--- src/rtl/seq_slice_comparator.sv ---
// seq_slice_comparator
//   Multi-cycle magnitude comparator. Compares two DATA_W-bit operands
//   SLICE_W bits per clock, most significant slice first, carrying an
//   equal/greater cascade state between slices. Signed compares are done
//   by flipping the operand sign bits (offset binary) and comparing unsigned.
//
// Ports
//   clk          in   clock, rising edge
//   rst_n        in   asynchronous active-low reset
//   start        in   job request, sampled only in IDLE
//   a, b         in   operands, captured on an accepted start
//   signed_mode  in   1 = two's-complement compare, captured on start
//   cas_eq_in    in   cascade equal-in from a more-significant stage
//   cas_gt_in    in   cascade greater-in, used only when cas_eq_in = 0
//   busy         out  high while slices are being compared
//   done         out  one-cycle pulse when eq/gt/lt update
//   eq, gt, lt   out  registered compare result, held between jobs
module seq_slice_comparator #(
  parameter int DATA_W     = 8,
  parameter int SLICE_W    = 2,
  parameter int EARLY_EXIT = 1
) (
  input  logic              clk,
  input  logic              rst_n,
  input  logic              start,
  input  logic [DATA_W-1:0] a,
  input  logic [DATA_W-1:0] b,
  input  logic              signed_mode,
  input  logic              cas_eq_in,
  input  logic              cas_gt_in,
  output logic              busy,
  output logic              done,
  output logic              eq,
  output logic              gt,
  output logic              lt
);

  localparam int NSLICE = DATA_W / SLICE_W;
  localparam int IDX_W  = (NSLICE > 1) ? $clog2(NSLICE) : 1;

  typedef enum logic [1:0] {
    S_IDLE = 2'd0,
    S_RUN  = 2'd1,
    S_DONE = 2'd2
  } state_t;

  state_t              r_state;
  state_t              w_state_next;
  logic [DATA_W-1:0]   r_a;
  logic [DATA_W-1:0]   r_b;
  logic [IDX_W-1:0]    r_idx;
  logic                r_eq_c;
  logic                r_gt_c;
  logic                r_eq;
  logic                r_gt;
  logic                r_lt;

  logic [DATA_W-1:0]   w_a_conv;
  logic [DATA_W-1:0]   w_b_conv;
  logic [SLICE_W-1:0]  w_slice_a;
  logic [SLICE_W-1:0]  w_slice_b;
  logic                w_eq_n;
  logic                w_gt_n;
  logic                w_last;

  // Offset-binary conversion: only the sign bit is flipped in signed mode.
  for (genvar gi = 0; gi < DATA_W; gi++) begin : g_conv
    if (gi == DATA_W - 1) begin : g_msb
      assign w_a_conv[gi] = a[gi] ^ signed_mode;
      assign w_b_conv[gi] = b[gi] ^ signed_mode;
    end else begin : g_lsb
      assign w_a_conv[gi] = a[gi];
      assign w_b_conv[gi] = b[gi];
    end
  end

  // Operands are shifted left after every slice, so the slice under test
  // always sits in the top SLICE_W bits.
  assign w_slice_a = r_a[DATA_W-1 -: SLICE_W];
  assign w_slice_b = r_b[DATA_W-1 -: SLICE_W];

  // Cascade update: once unequal, the decision is frozen.
  always_comb begin
    w_eq_n = r_eq_c;
    w_gt_n = r_gt_c;
    if (r_eq_c) begin
      if (w_slice_a > w_slice_b) begin
        w_eq_n = 1'b0;
        w_gt_n = 1'b1;
      end else if (w_slice_a < w_slice_b) begin
        w_eq_n = 1'b0;
        w_gt_n = 1'b0;
      end
    end
  end

  assign w_last = (r_idx == '0) || ((EARLY_EXIT != 0) && !w_eq_n);

  always_comb begin
    w_state_next = r_state;
    case (r_state)
      S_IDLE:  if (start) w_state_next = S_RUN;
      S_RUN:   if (w_last) w_state_next = S_DONE;
      S_DONE:  w_state_next = S_IDLE;
      default: w_state_next = S_IDLE;
    endcase
  end

  always_ff @(posedge clk or negedge rst_n) begin
    if (!rst_n) begin
      r_state <= S_IDLE;
      r_a     <= '0;
      r_b     <= '0;
      r_idx   <= '0;
      r_eq_c  <= 1'b0;
      r_gt_c  <= 1'b0;
      r_eq    <= 1'b0;
      r_gt    <= 1'b0;
      r_lt    <= 1'b0;
    end else begin
      r_state <= w_state_next;
      case (r_state)
        S_IDLE: begin
          if (start) begin
            r_a    <= w_a_conv;
            r_b    <= w_b_conv;
            r_eq_c <= cas_eq_in;
            r_gt_c <= cas_gt_in & ~cas_eq_in;
            r_idx  <= IDX_W'(NSLICE - 1);
          end
        end
        S_RUN: begin
          r_a    <= r_a << SLICE_W;
          r_b    <= r_b << SLICE_W;
          r_eq_c <= w_eq_n;
          r_gt_c <= w_gt_n;
          if (w_last) begin
            r_eq <= w_eq_n;
            r_gt <= w_gt_n;
            r_lt <= ~w_eq_n & ~w_gt_n;
          end else begin
            r_idx <= r_idx - 1'b1;
          end
        end
        default: ;
      endcase
    end
  end

  assign busy = (r_state == S_RUN);
  assign done = (r_state == S_DONE);
  assign eq   = r_eq;
  assign gt   = r_gt;
  assign lt   = r_lt;

endmodule

--- config.mk ---
export PLATFORM = sky130hd
export DESIGN_NAME = seq_slice_comparator
export DESIGN_NICKNAME = d
export VERILOG_FILES = /design/src/rtl/seq_slice_comparator.sv
export SDC_FILE = /design/constraint.sdc
export NUM_CORES = 1
export LEC_CHECK = 0
export CAP_MARGIN = 20
export CORE_AREA = 8 8 57 59
export CTS_BUF_LIST = sky130_fd_sc_hd__clkbuf_8
export DETAILED_ROUTE_END_ITERATION = 16
export DIE_AREA = 0 0 65 67
export PLACE_DENSITY_LB_ADDON = 0.3
export SLEW_MARGIN = 20
export SYNTH_ARGS = -nofsm -noshare
export SYNTH_HDL_FRONTEND = slang
export SYNTH_SLANG_ARGS = --single-unit
--- constraint.sdc ---
create_clock -name clk -period 2.8 [get_ports clk]
set_input_delay 0.84 -clock clk [delete_from_list [all_inputs] [get_ports clk]]
set_output_delay 0.84 -clock clk [all_outputs]
set_load 0.005 [all_outputs]
# Word level (Yosys, flattened, before mapping)
# Cells that the tools add are included.
[totals] input_bits=22 ff_bits=25 wordCells=53
[classes] n_mux=20 n_reduce_logical=9 n_lt_le_gt_ge=2 bitwise=7 eq_ne=5 add_sub_neg=1
[op_table] op="8-bit one-hot mux with 2 select lines" n=2
[op_table] op="8-bit two-way mux" n=2
[op_table] op="1-bit two-way mux" n=8
[op_table] op="2-bit two-way mux" n=4
[op_table] op="2-bit one-hot mux with 2 select lines" n=2
[op_table] op="2-bit AND reduction" n=3
[op_table] op="2-bit zero test" n=2
[op_table] op="2-bit inequality test, second input constant" n=2
[op_table] op="1-bit one-hot mux with 2 select lines" n=2
[op_table] op="1-bit NOT" n=3
[op_table] op="3-bit AND reduction" n=1
[op_table] op="1-bit bitwise AND" n=2
[op_table] op="2-bit by 1-bit == test with 1-bit output, second input constant" n=1
[op_table] op="2-bit == test, second input constant" n=1
[op_table] op="2-bit greater-than comparator" n=1
[op_table] op="2-bit < comparator" n=1
[op_table] op="2-bit by 1-bit inequality test with 1-bit output, second input constant" n=1
[op_table] op="2-bit nonzero test" n=1
[op_table] op="2-bit by 1-bit subtractor with 2-bit output, second input constant" n=1
[op_table] op="1-bit bitwise XOR" n=2
[op_table] op="1-bit zero test" n=1
[op_table] op="1-bit logical OR" n=1

# Logic depth before layout (Yosys ltp)
[logic_depth] ltp_word=8 depth_mapped=5 depth_no_buf=5

# Least setup slack after synthesis
# OpenSTA, ideal clock, no wires.
[synth_timing] kind="register -> output" start="reg r_state[0]" end="out done" slack_ps=1173 path_buffers=2 path_stages_with_launch=4 t_arrival_ps=787 path_cell_list="dfrtp_1 buf_6 clkbuf_1 nor2_1"
[synth_between] elab_chain_len=1
[synth_lines] element="start, declared" line_no="47" text="state_t r_state;"
[synth_lines] element="start signal, assigned" line_no="121" text="r_state <= w_state_next;"
[synth_lines] element="2-bit == test" line_no="151" text="assign done = (r_state == S_DONE);"
[synth_lines] element="end, declared" line_no="32" text="output logic done,"
# Every way passes these cells.

# Worst setup path in the final report
[layout_timing] start="reg r_state[1]" end="out done"
# The elaborated chain is that of the path after synthesis.

==> results.py <==
metrics = {
    "global_routing": {
        "grt_pass1_wl_um": 4890,
        "grt_usage_pct": 14.0,
        "grt_overflow": 0,
        "grt_pass1_vias": 1114,
        "grt_max_degree": 26,
        "antenna_found_initial": 0,
    },
    "power_and_ir_drop": {
        "p_per_area_nw_per_um2": 979,
        "p_leak_nw": 0.711,
        "ir_worst_vdd_uv": 600,
    },
    "logic_synthesis": {
        "synthArstFlopShare_pct": 100,
        "ys_warn_count": 0,
        "syn-num-nets": 146,
        "synth-seq-cells": 25,
        "ys.flop_type": "dfrtp_1",
        "syn_inst": 121,
        "yosysTopAreaCell": "dfrtp_1",
        "ys_types": 34,
        "syn_area_per_cell_um2": 10.2,
        "netlist_area_um2": 1230,
        "synth_top_cells_by_area": "dfrtp_1 51%, a22oi_1 4.9%, o21ai_0 4.1%, inv_1 3.3%, nand2_1 3.3%",
        "synth-seq-area-share_pct": 50.7,
        "netlist.area_leader.share_pct": 50.7,
        "synth_edf_count": 0,
    },
    "clock_network": {
        "root_buffer": "clkbuf_8",
        "cts_made_buffers": 3,
        "clk_latency_ns": 0.26,
        "cts_tree": "done",
        "htree_num_levels": 1,
        "clock_path_buffers": 2,
        "post_cts_buffers": 0,
        "cts_num_sinks": 25,
        "cts.repair.resized": 0,
        "clkTransAtPathRegs_ns": 0.08,
        "ctsHoldBuffers": 0,
    },
    "worst_setup_path": {
        "r2r-start": "r_state[0]$_DFFE_PN0P_",
        "crit_chain": "inv_1 -> nor2_1 -> clkdlybuf4s50_1",
        "rr_worst_depth": 5,
        "arrival_ns": 1.64,
        "crit_fanout": 10,
        "end_kind": "output pin",
        "required_ns": 1.96,
        "endpoint": "done",
        "reg2reg_slack_ns": 1.09,
        "cp-startpoint": "r_state[1]$_DFFE_PN0P_",
        "cp-start-kind": "flop",
        "cpMaxStageDelayCell": "dfrtp_1",
        "max_stage_delay_ns": 0.55,
        "crit_type": "flop to output pin",
        "r2r_end": "r_idx[1]$_DFFE_PN0P_",
    },
    "routing": {
        "ant_nets": 0,
        "avgRoutedWirePerCell_um": 15.7,
        "drc_errors": 0,
        "viasPerCell": 5.77,
        "drt_iter0_drc": 43,
        "routed_wl_um": 2800,
        "dr.pass1.iters": 4,
        "vias": 1032,
    },
    "timing": {
        "period_needed_ns": 2.48,
        "skew_ns": 0.00282,
        "tns_ns": 0,
        "finalHoldViolCount": 0,
        "drv_slew": 0,
        "period_share_pct": 88.5,
        "slew_headroom_pct": 67.9,
        "max_freq_mhz": 403,
        "setup_violations": 0,
        "tightest_slew_ns": 0.481,
        "holdWs_ns": 0.489,
        "rsz0062_at_grt": "no",
    },
    "place": {
        "hpwlAfterDp_um": 2180,
        "place_area_um2": 1530,
        "port_buffers": 26,
        "globalplace.congestion": 0.808,
    },
    "cells_and_area": {
        "antenna_cells": 0,
        "nFillCells": 195,
        "final_layout_size_suffix_gt1_share_pct": 6.04,
        "nets": 175,
        "layout_commonest_cell": "clkdlybuf4s50_1",
        "mostFrequentLayoutCells": "26 x clkdlybuf4s50_1, 25 x dfrtp_1, 12 x inv_1, 11 x nand2_1, 10 x o21ai_0",
        "area_delta_synth_final_pct": 27.6,
        "fin_area_um2": 1580,
    },
    "floorplan": {
        "die-area_um2": 4360,
        "die_w_um": 65,
        "boundaryPins": 27,
        "initial_core_util_pct": 52.2,
        "die_y_um": 67,
        "row_count": 18,
        "coreArea_um2": 2360,
    },
    "worst_hold_path": {
        "hp-class": "flop to flop",
    },
    "job": {
        "cap_violations": 0,
    },
    "status": {
        "status": "finished clean",
    },
}
==> routing by layer <==
metal,part of all wire (%),track usage (%)
met1,45,16.6
met5,0,0
met3,4.7,3.36
met2,50,24.1
met4,0.53,5.45
==> how the worst min path moves through the flow <==
stage | from | end | slack (ns) | cells past startpoint
3_5_place_dp | r_b[5]$_DFFE_PN0P_ | r_b[5]$_DFFE_PN0P_ | 0.47 | 2
4_1_cts | r_b[5]$_DFFE_PN0P_ | r_b[5]$_DFFE_PN0P_ | 0.49 | 2
3_3_place_gp | r_b[5]$_DFFE_PN0P_ | r_b[5]$_DFFE_PN0P_ | 0.47 | 2
5_1_grt | r_b[2]$_DFFE_PN0P_ | r_b[2]$_DFFE_PN0P_ | 0.51 | 2
6_report | r_b[3]$_DFFE_PN0P_ | r_b[3]$_DFFE_PN0P_ | 0.49 | 2
2_1_floorplan | r_a[3]$_DFFE_PN0P_ | r_a[3]$_DFFE_PN0P_ | 0.45 | 2
==> critical path: cells and delay by family (launching register included) <==
family | cells | cell delay (ns)
simple gates | 1 | 0.14
buf+inv | 2 | 0.68
flops | 1 | 0.55
==> cells in the mapped netlist (2+ instances only) <==
| library cell | n |
|---|---|
| nand2_1 | 11 |
| o21ai_0 | 10 |
| xor2_1 | 2 |
| nand4_1 | 2 |
| a2bb2oi_1 | 4 |
| nand2b_4 | 2 |
| a21oi_1 | 2 |
| dfrtp_1 | 25 |
| o22ai_1 | 5 |
| nor2_1 | 6 |
| inv_1 | 11 |
| ha_1 | 3 |
| buf_2 | 2 |
| nor2b_1 | 3 |
| a22oi_1 | 8 |
| o311a_1 | 2 |
| a22o_1 | 4 |
| clkbuf_1 | 3 |
==> layout make-up <==
cell class                      count  area (µm²)  share of cell area (%)
Inverter                           11        41.3                    2.62
Timing Repair Buffer               30         290                    18.4
Clock inverter                      1        3.75                   0.238
Sequential cell                    25         626                    39.7
Tap cell                           30        37.5                    2.38
Clock buffer                        3        41.3                    2.62
Multi-Input combinational cell     79         536                    34.0
==> stage by stage <==
step           setup slack [ns]  util, %  total power [W]  std cells
2_1_floorplan              1.17        -          0.00111        121
3_3_place_gp              0.489     64.7          0.00132        175
3_5_place_dp              0.402     64.7          0.00134        175
4_1_cts                   0.301     66.6          0.00155        179
5_1_grt                   0.228     66.6          0.00167        179
6_report                  0.322     66.6          0.00154        179
==> report_power, final <==
part           switching (W)  internal (W)
Sequential          0.000119      0.000519
Clock               0.000104     0.0000978
Combinational       0.000360      0.000343
==> kinds of logic after synthesis <==
family	after synthesis	share of synthesized area [%]
muxes	1	0.811
DFF	25	50.7
and+or+nand+nor	31	14.2
AOI/OAI and AO/OA	42	23.9
xor gates and xnor gates	2	1.42
adders and majority gates	3	3.04
buffers and inverters	17	5.98
==> state kept, by name, summed over array words and instances, names as in the netlist <==
signal / flops
gt: 1
r_a: 8
r_state: 2
lt: 1
r_gt_c: 1
eq: 1
r_idx: 2
r_eq_c: 1
r_b: 8
No activity file was read; power rests on OpenSTA's default activity.
